==> config.mk <==
export PLATFORM = sky130hd
export DESIGN_NAME = inst_fetch_bridge
export DESIGN_NICKNAME = d
export VERILOG_FILES = /design/src/rtl/inst_fetch_bridge.sv
export SDC_FILE = /design/constraint.sdc
export NUM_CORES = 1
export LEC_CHECK = 0
export CAP_MARGIN = 5
export CORE_ASPECT_RATIO = 0.75
export CORE_MARGIN = 3
export CORE_UTILIZATION = 50
export DETAILED_ROUTE_END_ITERATION = 16
export GPL_ROUTABILITY_DRIVEN = 0
export PLACE_DENSITY_LB_ADDON = 0.15
export SLEW_MARGIN = 20
export SYNTH_ARGS = -nofsm -noshare
export SYNTH_HDL_FRONTEND = slang
export SYNTH_SLANG_ARGS = --single-unit
==> constraint.sdc <==
create_clock -name clk -period 12.32 [get_ports clk]
set_input_delay 2.464 -clock clk [delete_from_list [all_inputs] [get_ports clk]]
set_output_delay 2.464 -clock clk [all_outputs]
set_load 0.03 [all_outputs]
==> src/rtl/inst_fetch_bridge.sv <==
// rtl/inst_fetch_bridge.sv - instruction fetch bridge between translation stage and SRAM-like bus
module inst_fetch_bridge #(
   parameter int MAX_OUT   = 2,
   parameter int BUF_DEPTH = 2
) (
   input  logic        clk,
   input  logic        reset,
   input  logic        flush,
   input  logic [31:0] in_pc,
   input  logic [31:0] in_paddr,
   input  logic        in_uncached,
   input  logic        in_valid,
   output logic        in_ready,
   output logic        inst_req,
   output logic [31:0] inst_addr,
   output logic        inst_uncached,
   input  logic        inst_addr_ok,
   input  logic        inst_data_ok,
   input  logic [31:0] inst_rdata,
   output logic        out_valid,
   input  logic        out_ready,
   output logic [31:0] out_pc,
   output logic [31:0] out_inst
);

   localparam int PW  = (MAX_OUT > 1) ? $clog2(MAX_OUT) : 1;
   localparam int BW  = (BUF_DEPTH > 1) ? $clog2(BUF_DEPTH) : 1;
   localparam int OCW = $clog2(MAX_OUT + 1);
   localparam int BCW = $clog2(BUF_DEPTH + 1);

   typedef enum logic {IDLE = 1'b0, REQ = 1'b1} state_e;

   state_e state_q, state_d;

   // request held on the bus during the address phase
   logic [31:0] req_pc_q;
   logic [31:0] req_paddr_q;
   logic        req_unc_q;
   logic        req_kill_q;

   // pcs of address-accepted transactions awaiting data, oldest at rd pointer
   logic [31:0]        pf_pc_q [MAX_OUT];
   logic [MAX_OUT-1:0] pf_kill_q;
   logic [PW-1:0]      pf_wr_q, pf_rd_q;
   logic [OCW-1:0]     pf_cnt_q;

   // instructions ready for decode
   logic [31:0]    ob_pc_q   [BUF_DEPTH];
   logic [31:0]    ob_inst_q [BUF_DEPTH];
   logic [BW-1:0]  ob_wr_q, ob_rd_q;
   logic [BCW-1:0] ob_cnt_q;

   logic [15:0] used;
   logic        has_credit;
   logic        accept;
   logic        addr_hs;
   logic        data_hs;
   logic        ob_push;
   logic        ob_pop;
   logic        unused_paddr_lo;

   assign unused_paddr_lo = ^in_paddr[1:0];

   function automatic logic [PW-1:0] pf_inc(input logic [PW-1:0] p);
      return (p == PW'(MAX_OUT - 1)) ? '0 : p + 1'b1;
   endfunction

   function automatic logic [BW-1:0] ob_inc(input logic [BW-1:0] p);
      return (p == BW'(BUF_DEPTH - 1)) ? '0 : p + 1'b1;
   endfunction

   // a credit is one buffer slot not yet promised to a buffered, in-flight or pending fetch
   always_comb begin
      used       = 16'(ob_cnt_q) + 16'(pf_cnt_q) + ((state_q == REQ) ? 16'd1 : 16'd0);
      has_credit = (used < 16'(BUF_DEPTH));
   end

   // address-phase FSM: next state and handshake outputs
   always_comb begin
      state_d  = state_q;
      in_ready = 1'b0;
      inst_req = 1'b0;
      accept   = 1'b0;
      addr_hs  = 1'b0;
      case (state_q)
         IDLE: begin
            in_ready = has_credit && (pf_cnt_q < OCW'(MAX_OUT)) && !flush && !reset;
            accept   = in_valid && in_ready;
            if (accept) state_d = REQ;
         end
         REQ: begin
            inst_req = 1'b1;
            if (inst_addr_ok) begin
               addr_hs = 1'b1;
               state_d = IDLE;
            end
         end
         default: state_d = IDLE;
      endcase
   end

   assign inst_addr     = {req_paddr_q[31:2], 2'b00};
   assign inst_uncached = req_unc_q;

   // data_ok without anything outstanding is a bus protocol error and is ignored
   assign data_hs = inst_data_ok && (pf_cnt_q != '0);
   assign ob_push = data_hs && !pf_kill_q[pf_rd_q] && !flush;
   assign ob_pop  = out_valid && out_ready;

   // state register
   always_ff @(posedge clk) begin
      if (reset) state_q <= IDLE;
      else       state_q <= state_d;
   end

   // capture the accepted request; a flush while it waits on the bus marks it dead
   always_ff @(posedge clk) begin
      if (reset) begin
         req_pc_q    <= '0;
         req_paddr_q <= '0;
         req_unc_q   <= 1'b0;
         req_kill_q  <= 1'b0;
      end else if (accept) begin
         req_pc_q    <= in_pc;
         req_paddr_q <= in_paddr;
         req_unc_q   <= in_uncached;
         req_kill_q  <= 1'b0;
      end else if ((state_q == REQ) && flush) begin
         req_kill_q  <= 1'b1;
      end
   end

   // pc FIFO: push on addr_ok, pop on data_ok; flush kills every entry including one pushed now
   always_ff @(posedge clk) begin
      if (reset) begin
         pf_kill_q <= '0;
         pf_wr_q   <= '0;
         pf_rd_q   <= '0;
         pf_cnt_q  <= '0;
      end else begin
         if (flush) pf_kill_q <= '1;
         if (addr_hs) begin
            pf_pc_q[pf_wr_q]   <= req_pc_q;
            pf_kill_q[pf_wr_q] <= req_kill_q || flush;
            pf_wr_q            <= pf_inc(pf_wr_q);
         end
         if (data_hs) pf_rd_q <= pf_inc(pf_rd_q);
         case ({addr_hs, data_hs})
            2'b10:   pf_cnt_q <= pf_cnt_q + 1'b1;
            2'b01:   pf_cnt_q <= pf_cnt_q - 1'b1;
            default: pf_cnt_q <= pf_cnt_q;
         endcase
      end
   end

   // output buffer: live responses in, decode pops out, flush empties it
   always_ff @(posedge clk) begin
      if (reset || flush) begin
         ob_wr_q  <= '0;
         ob_rd_q  <= '0;
         ob_cnt_q <= '0;
      end else begin
         if (ob_push) begin
            ob_pc_q[ob_wr_q]   <= pf_pc_q[pf_rd_q];
            ob_inst_q[ob_wr_q] <= inst_rdata;
            ob_wr_q            <= ob_inc(ob_wr_q);
         end
         if (ob_pop) ob_rd_q <= ob_inc(ob_rd_q);
         case ({ob_push, ob_pop})
            2'b10:   ob_cnt_q <= ob_cnt_q + 1'b1;
            2'b01:   ob_cnt_q <= ob_cnt_q - 1'b1;
            default: ob_cnt_q <= ob_cnt_q;
         endcase
      end
   end

   assign out_valid = (ob_cnt_q != '0);
   assign out_pc    = out_valid ? ob_pc_q[ob_rd_q]   : '0;
   assign out_inst  = out_valid ? ob_inst_q[ob_rd_q] : '0;

endmodule

==> results.md, run 1 <==
* Vias per inst at 5.52
* Setup_tns at 0 ps
* H-Tree Depth at 1
* DRC violation count after routing at 0
* Total grt overflow at 0
* Met2 capacity usage during global routing at a little under a third
* Most frequent cells in the layout: 197 x clkdlybuf4s50_1, 192 x edfxtp_1, 75 x dfxtp_1
* Root Driver: clkbuf_16
* Core Rows at 45
* GR Util met3 at roughly 4.3%
* Routed Antenna Nets at 0
* First-pass GRT wire length at between 30 and 40 mm
* Clock Pin Slew Worst Setup and Hold Paths at roughly 60 ps
* Worst hold endpoint: pf_pc_q[1][18]$_DFFE_PP_
* R2R cell count at 7
* Hold Path Stages at 0
* Share of layout cells above drive strength 1 at between 10% and 20%
* Clock power share at 42.7%
* Placed Area at approximately 13000 sq um
* Final Max Slew Viols at 0
* WP buf/inv at 2
* Initial cell density of the core at between 50 and 60%
* Hold Buf Count CTS at 0
* Pwr/cell area at 141 nW/um^2
* Lkg Pwr at 4.40 nW
* Worst Hold Class: reg2reg
* Critical path fanouts, max at 8
* Flop-to-flop setup slack at 9280 ps
* Total Power at 0.00191 W
* DRT Pass-1 Iters at 4
* VDD IR-drop max at between 0.09 and 0.1 mV
* Sequential area share after synthesis at about 70%
* Detail Placement HPWL at 13.3 mm
* Area added between synthesis and finish at 29.4%
* Status: finished, final reports clean
* Setup violators final at 0
* Netlist cell types at 38
* Largest net degree at the start of global routing at 77
* Top post-synthesis cells by area: edfxtp_1 55%, dfxtp_1 15%, mux2i_1 6.3%
* Initial drt markers at 478
* Fmax at 0.148 GHz
* Final #Nets at about 1000
* Met1 usage at between 20% and 30%
* Ys Warns at 0
* Clock Tree Buf Depth at 3
* Clk_lat worst skew at 510 ps
* TritonCTS clock tree: done
* Postcts setup bufs at 0
* Number of CTS-inserted buffers at 26
* NetSw at just under 0.0004 W
* Worst hold slack at between 400 and 500 ps
* Critical Path Max Stage Delay at 700 ps
* CP Cell Sequence: clkdlybuf4s50_1, or2_2, nor2_1, clkdlybuf4s50_1
* Cell family contributing the most delay on the critical path: buffers and inverters
* CP most frequent cell: clkdlybuf4s50_1
* Top cell type by total area after synthesis: edfxtp_1
* Worst r2r src: ob_cnt_q[0]$_SDFFE_PP0P_
* Die H at 131 um
* Avg Inst Size Synth at around 14 sq um
* Sequential share of power at around 50%
* Max cap viols at 0
* Die ar. at 22800 sq um
* RSZ-0062 raised after global routing: no
* CP Launch Type: input pin
* Synthesized cell area at 10500 sq um
* Period utilisation layout at 54.7%
* Worst Max-Slew Pin Slew at 969 ps
* Vias in the first global route at 6843
* Commonest non-fill, non-tap cell in the layout: clkdlybuf4s50_1
* Final std cell area, no fill at roughly 14000 sq um
* Post-Route Skew at just over 9 ps
* WL/cell at 18.3 um
* Inst Count DP at 1174
* Most used routing layer in global routing: met2
* Cells after Synth at 750
* DR vias at between 6000 and 7000
* Antenna violations before repair at 0
* Slew HR at 35.3%
* IO Count at a little over 200
* Clock Sinks at 269
* DRT Wirelength at 22.4 mm
* Critical path's slowest cell: clkdlybuf4s50_1
* Die Wd at between 150 and 200 um
* Gr usage total at 19.0%
* Final non-filler cell total at 1223
* Antenna cells at 0
* Final min period at 6740 ps
* Core Region at 20400 sq um
* Crit path DAT at 4280 ps
* Int Pwr at between 0.0015 and 0.002 W
* #FFs+latches synth at roughly 270
* Resized cells post-CTS at 0
* Hold Fails Final Rpt at 0
* Reg2reg end: req_pc_q[26]$_SDFFE_PP0P_
* Worst Setup End Kind: output port
* Critical hold path startpoint: req_pc_q[18]$_SDFFE_PP0P_
* Combinational power share at 5.9%
* Top cell type's share of synthesized area at 55.0%
* Setup Crit Path Kind: in2out
* I/O Buffers at 199
* Switching share of power at roughly a fifth
* Req. time, crit path at 9860 ps
layer usage:
layer	wire length [um]	vias to the layer above
met5	0	-
met4	466	0
met3	1430	36
met2	10700	235
met1	9750	3270
li1	-	3205
synthesized netlist by cell type:
master     instances
a211oi_1           1
a21oi_1           68
a311oi_1           1
buf_1              2
buf_2             24
buf_4              9
buf_6              2
clkbuf_1          33
conb_1             1
dfxtp_1           77
edfxtp_1         192
fa_1               1
ha_1               3
inv_1              5
inv_2              1
mux2_1             3
mux2_2            29
mux2i_1           66
nand2_1            3
nand2b_1           1
nand3_1            1
nand3b_1           1
nand4_1           63
nand4bb_1          1
nor2_1            76
nor3_1             4
nor3b_1            1
nor4_1             1
nor4b_1            1
nor4bb_1           1
o21a_1             2
o21ai_0            3
o31ai_1           58
o31ai_2            5
or2_1              1
or3_1              2
xnor2_1            3
xor2_1             4
power groups by stage:
stage / logic (W) / clock network, W / registers (W)
floorplan: 0.0000534 / 0 / 0.00101
global placement: 0.000108 / 0 / 0.00100
detailed placement: 0.000111 / 0 / 0.00100
CTS: 0.000112 / 0.000833 / 0.000983
global route: 0.000120 / 0.000871 / 0.000984
finish: 0.000112 / 0.000818 / 0.000983
per-stage QoR:
stage | worst slack (ps) | utilization [%]
2_1_floorplan | 4330 | -
4_1_cts | 5570 | 66.3
3_5_place_dp | 5580 | 61.9
6_report | 5580 | 66.4
3_3_place_gp | 5630 | 61.9
5_1_grt | 5520 | 66.4
cell type report:
cell class | instances | area, sq um
inverter | 6 | 23.8
timing repair buffer | 212 | 2090
clock buffer | 35 | 736
fill | 1461 | 6870
sequential | 269 | 7310
tap | 282 | 353
clock inverter | 13 | 164
multi-input combinational | 406 | 2890
worst max-delay path by stage:
stage | start | slack, ps | cells past startpoint | endpoint
2_1_floorplan | flush | 4330 | 5 | ob_inst_q[1][0]$_DFFE_PP_
3_3_place_gp | flush | 5630 | 4 | in_ready
3_5_place_dp | flush | 5580 | 4 | in_ready
4_1_cts | flush | 5570 | 4 | in_ready
5_1_grt | flush | 5520 | 4 | in_ready
6_report | flush | 5580 | 4 | in_ready
state kept, by name, indices dropped and copies added, names as in the netlist, 2 cells and up, named ones only:
name         flops
ob_cnt_q         2
ob_inst_q       64
ob_pc_q         64
pf_kill_q        2
pf_pc_q         64
req_pc_q        32
pf_cnt_q         2
req_paddr_q     30
logic make-up (layout without fill, tap and decap cells):
logic type | Yosys count | count (layout) | synth area share [%]
compound gates | 138 | 138 | 8.43
xor+xnor | 7 | 7 | 0.584
fa+ha+maj | 4 | 4 | 0.549
buf+inv | 76 | 266 | 3.47
flops | 269 | 269 | 69.6
mux | 98 | 98 | 9.73
other cells | 1 | 2 | 0.0357
simple gates | 157 | 157 | 7.55
worst reg2reg max path, cell delays in order (launching register included):
cell,delay (ps)
dfxtp_1,380
ha_1,300
a21oi_1,70
fa_1,570
nor4bb_4,520
buf_4,620
nand4_1,300
a21oi_1,210
No activity file was read; power rests on OpenSTA's default activity.
==> run 2: changes to the inputs <==
==> constraint.sdc (replaced) <==
create_clock -name clk -period 6.8 [get_ports clk]
set_input_delay 1.36 -clock clk [delete_from_list [all_inputs] [get_ports clk]]
set_output_delay 1.36 -clock clk [all_outputs]
set_load 0.03 [all_outputs]
==> run 2 against run 1 <==
Effect of this change: via count increased by 1.2%; critical path depth unchanged; sequential share of layout area increased by 0.099 points; die area unchanged; final area decreased by 0.18%; worst hold slack improved by 5.1 ps; clock power increased by 76%; total power increased by 79%; largest cell class unchanged; highest routed layer unchanged.
==> results.md, run 2 (synthesized netlist as in run 1, its figures left out) <==
* Crit path DAT at 3140 ps (-1140 ps)
* Worst hold endpoint: pf_pc_q[1][29]$_DFFE_PP_
* Placed Area at 12700 sq um (about the same)
* Area added between synthesis and finish at 29.1%
* CP Launch Type: input pin
* Postcts setup bufs at 0 (unchanged)
* Final non-filler cell total at 1224 (+0.082%)
* Clock Sinks at 269 (unchanged)
* VDD IR-drop max at 0.141 mV (+43%)
* Final std cell area, no fill at 13500 sq um (-0.18%)
* Clock power share at 42.0% (-0.7 points)
* I/O Buffers at 199 (unchanged)
* First-pass GRT wire length at 36.7 mm (+3.1%)
* Sequential share of power at 52.0% (+0.6 points)
* Post-Route Skew at 8.38 ps (-0.730 ps)
* Resized cells post-CTS at 0 (unchanged)
* Pwr/cell area at 253 nW/um^2 (+79%)
* Initial cell density of the core at 51.3% (unchanged)
* Setup_tns at 0 ps (unchanged)
* Total grt overflow at 0 (unchanged)
* Core Rows at 45 (unchanged)
* Setup Crit Path Kind: in2out
* DRT Pass-1 Iters at 5 (+1)
* Vias per inst at 5.58 (+1.1%)
* Worst Max-Slew Pin Slew at 984 ps (+14.6 ps)
* Hold Fails Final Rpt at 0 (unchanged)
* Critical path fanouts, max at 8 (unchanged)
* Worst r2r src: pf_cnt_q[1]$_SDFFE_PP0P_
* DRC violation count after routing at 0 (unchanged)
* Req. time, crit path at 5440 ps (-4420 ps)
* R2R cell count at 4 (-3)
* H-Tree Depth at 1 (unchanged)
* Slew HR at 34.4% (-0.90 points)
* Die H at 131 um (unchanged)
* Setup violators final at 0 (unchanged)
* NetSw at 0.000722 W (+87%)
* Detail Placement HPWL at 13.5 mm (+1.9%)
* Gr usage total at 19.6% (+0.59 points)
* Hold Path Stages at 0 (unchanged)
* Int Pwr at 0.00270 W (+77%)
* Critical hold path startpoint: req_pc_q[29]$_SDFFE_PP0P_
* Die ar. at 22800 sq um (unchanged)
* Flop-to-flop setup slack at 4040 ps (-5240 ps)
* Worst Setup End Kind: output port
* Clk_lat worst skew at 520 ps (about the same)
* Reg2reg end: ob_pc_q[0][13]$_DFFE_PP_
* Max cap viols at 0 (unchanged)
* Largest net degree at the start of global routing at 69 (-10%)
* Antenna cells at 0 (unchanged)
* Final min period at roughly 4500 ps
* Multi-input logic area at 2900 sq um (+0.22%)
* TritonCTS clock tree: done
* Clock Tree Buf Depth at 3 (unchanged)
* Worst Hold Class: reg2reg
* Commonest non-fill, non-tap cell in the layout: clkdlybuf4s50_1
* Inst Count DP at 1174 (unchanged)
* Hold Buf Count CTS at 0 (unchanged)
* Antenna violations before repair at 0 (unchanged)
* Status: finished, final reports clean
* IO Count at 204 (unchanged)
* DRT Wirelength at 23.0 mm (+2.9%)
* Number of CTS-inserted buffers at 27 (+3.8%)
* Combinational power share at 6.0% (about the same)
* Root Driver: clkbuf_16
* Lkg Pwr at 4.40 nW (about the same)
* Most frequent cells in the layout: 197 x clkdlybuf4s50_1, 192 x edfxtp_1, 75 x dfxtp_1
* Period utilisation layout at 66.1%
* Switching share of power at 21.1% (+0.90 points)
* WL/cell at 18.8 um (+2.8%)
* FILL cells at 1483 (+1.5%)
* Initial drt markers at 442 (-7.5%)
* Core Region at 20400 sq um (unchanged)
* Final #Nets at 1030 (+0.097%)
* Die Wd at 173 um (unchanged)
* Final Max Slew Viols at 0 (unchanged)
* Final design utilization at 66.3% (-0.12 points)
* Fmax at between 0.2 and 0.25 GHz
* Clock Pin Slew Worst Setup and Hold Paths at 60 ps (about the same)
* Share of layout cells above drive strength 1 at 10.8% (+0.20 points)
* Routed Antenna Nets at 0 (unchanged)
* RSZ-0062 raised after global routing: no
* Worst hold slack at 461 ps (+5.10 ps)
* FF/Latch Area at 7310 sq um (unchanged)
* Vias in the first global route at 7057 (+3.1%)
* DR vias at 6827 (+1.2%)
* Top flop regs: ob_inst_q (64), ob_pc_q (64), pf_pc_q (64)
## run 2: final cells by class
type                       count  share of cell area (%)
clock inverter                16                    1.20
inverter                       6                   0.175
tap                          282                    2.60
clock buffer                  33                    5.15
multi-input combinational    406                    21.4
sequential                   269                    54.0
timing repair buffer         212                    15.5
## run 2: worst max-delay path: stages
cell	delay, ps
clkdlybuf4s50_1	560
or2_2	370
nor2_1	150
clkdlybuf4s50_1	690
## run 2: per-layer routing
metal / up-vias / track usage, % / wire [um] / part of all wire (%)
li1: 3199 / - / - / -
met1: 3330 / 26.4 / 10000 / 43
met2: 251 / 32.3 / 11100 / 48
met3: 47 / 4.10 / 1400 / 6.1
met4: 0 / 5.90 / 514 / 2.2
met5: - / 0 / 0 / 0
## run 2: power by group through the flow
| stage | registers, W | clock network [W] | logic, W |
|---|---|---|---|
| final | 0.00178 | 0.00144 | 0.000204 |
| after global routing | 0.00178 | 0.00154 | 0.000219 |
| after CTS | 0.00178 | 0.00147 | 0.000204 |
| after detailed placement | 0.00182 | 0 | 0.000203 |
| after global placement | 0.00182 | 0 | 0.000196 |
| after floorplan | 0.00182 | 0 | 0.0000968 |
## run 2: how the worst max path moves through the flow
stage / depth (start not counted) / end / startpoint / slack (ps)
after CTS: 4 / in_ready / flush / 2300
after detailed placement: 6 / ob_pc_q[0][31]$_DFFE_PP_ / flush / 2130
after global placement: 6 / ob_pc_q[0][31]$_DFFE_PP_ / flush / 2240
after global routing: 4 / in_ready / flush / 2200
final: 4 / in_ready / flush / 2300
after floorplan: 5 / ob_inst_q[0][0]$_DFFE_PP_ / flush / 1670
## run 2: through the flow
stage	power (W)	setup slack, ps
floorplan	0.00192	1670
global placement	0.00201	2240
detailed placement	0.00202	2130
CTS	0.00345	2300
global route	0.00354	2200
finish	0.00343	2300
==> variant: new RTL, flow settings as in run 2 <==
Change the parameter `MAX_OUT` from 2 to 1.
--- a/src/rtl/inst_fetch_bridge.sv
+++ b/src/rtl/inst_fetch_bridge.sv
@@ -1,6 +1,6 @@
 // rtl/inst_fetch_bridge.sv - instruction fetch bridge between translation stage and SRAM-like bus
 module inst_fetch_bridge #(
-   parameter int MAX_OUT   = 2,
+   parameter int MAX_OUT   = 1,
    parameter int BUF_DEPTH = 2
 ) (
    input  logic        clk,
Behaviour: not the same (a bounded check fails within 4 cycles, from zero or initial values and one cycle with reset high).
==> variant against run 2 <==
Via count shrank 20%. Wire length shrank 23%. Cell area shrank 16%. Area after synthesis shrank 19%. Hold slack lost 32 ps. Total power shrank 17%. Non-clock buffer count shrank 7. Sequential cell count shrank 37. Sequential power shrank 14%. Count of clock-buffer cells in the layout grew 2. Clock power shrank 21%. Worst setup slack lost 67 ps.
==> variant: results (changes against run 2) <==
drt:
  top_layer_used: "met5"
  drt-pass1-iter-count: 4  # -1
  drtIter0Drc: 338  # -24%
  wl_met3_um: 1280  # -8.7%
  via_per_inst: 5.22  # -6.5%
  wl_met1_um: 7530  # -25%
  post_drt_wl_per_cell_um: 17.0  # -9.5%
  wl_met2_um: 8600  # -23%
global_route:
  gr-usage-met3_pct: 5.27  # +1.2 points
  first_global_vias: 5721  # -19%
  grt_max_degree: 72  # +4.3%
  grt_pass1_wl_um: 28800  # -22%
  grt_use_met2_pct: 32.9  # +0.59 points
  track_usage_pct: 19.0  # -0.57 points
cells_and_area:
  sequential_cell_total: 232  # -14%
  buf_share_pct: 18.1  # +2.6 points
  n_clock_buffer: 35  # +6.1%
  nMultiInputCombCells: 355  # -13%
  nNonClkBuffers: 205  # -3.3%
  multi_input_area_share_pct: 18.3  # -3.1 points
  seqCellArea_mm2: 0.00625  # -15%
  clk_share_pct: 6.02  # -0.33 points
  nFillCells: 1165  # -21%
  seq_share_pct: 55.1  # +1.1 points
  layout.nets: 926  # -10%
  drive_gt1_share_pct: 5.26  # -5.6 points
  n_all_inverters: 4  # -2
  largest_registers: "ob_inst_q x64, ob_pc_q x64"
yosys:
  yosys.area_share.adder_pct: 0.294  # -0.25 points
  synth_compound_area_share_pct: 4.94  # -3.5 points
  synthMuxAreaShare_pct: 7.53  # -2.2 points
  yosysUniqueCellTypes: 33  # -13%
  synth.area.top_cells: "edfxtp_1 56%, dfxtp_1 17%, mux2i_1 7.5%"
  seq_area_frac_synth_pct: 73.4  # +3.8 points
  synth-xor-area-share_pct: 0.515  # -0.070 points
  ys_top_cells_by_count: "160 x edfxtp_1, 72 x dfxtp_1, 68 x nor2_1"
  synth_edf_count: 160  # -17%
place:
  dp_hpwl_um: 10800  # -20%
  place_area_mm2: 0.0106  # -16%
setup_path:
  cp.arrival_ps: 3200  # +60 ps
  crit_fanout: 15  # +7
power_and_ir_drop:
  vdd_drop_max_mv: 0.180  # +28%
  p_leak_nw: 3.72  # -16%
clocking:
  clk_latency_ps: 490  # -30 ps
  cts-buffers-inserted: 22  # -19%
sta:
  finalClockSkew_ps: 11.8  # +3.37 ps
  slew_headroom_pct: 32.8  # -1.7 points
run_status:
  status: "finished clean"
==> variant: report_power, final <==
group          leakage [nW]  switching (mW)  internal (mW)  total, mW
clock network         0.333           0.476          0.666       1.14
logic                  1.32          0.0766         0.0810      0.158
registers              2.06          0.0116           1.52       1.53
==> variant: worst paths after layout <==
kind / end / from / cells past startpoint / slack, ps
worst max register to register: state_q$_SDFF_PP0_ / state_q$_SDFF_PP0_ / 5 / 4680
worst max-delay path: in_ready / reset / 3 / 2240
worst min register to register: pf_pc_q[0][7]$_DFFE_PP_ / req_pc_q[7]$_SDFFE_PP0P_ / 0 / 430
worst min-delay path: pf_pc_q[0][7]$_DFFE_PP_ / req_pc_q[7]$_SDFFE_PP0P_ / 0 / 430
==> variant: stage by stage <==
step / power [mW] / std cells / hold slack (ps) / utilization (%) / worst slack [ps]
6_report: 2.83 / 1046 / 429 / 69.6 / 2240
5_1_grt: 2.94 / 1046 / 441 / 69.6 / 2140
4_1_cts: 2.87 / 1045 / 430 / 69.4 / 2240
3_5_place_dp: 1.72 / 1005 / 413 / 65.2 / 2240
3_3_place_gp: 1.72 / 1005 / 413 / 65.2 / 2270
2_1_floorplan: 1.63 / 637 / 408 / - / 36.3
==> variant: critical path, cell delays in order <==
cell	delay [ps]
clkdlybuf4s50_1	810
nor3_1	320
clkdlybuf4s50_1	710
==> variant: cell families after synthesis <==
group | after synthesis
adder cells (fa/ha/maj) | 2
multiplexers | 64
AO/OA/AOI/OAI | 77
XOR/XNOR | 5
AND/OR/NAND/NOR | 205
flip-flops | 232
buffers and inverters | 50
other | 1
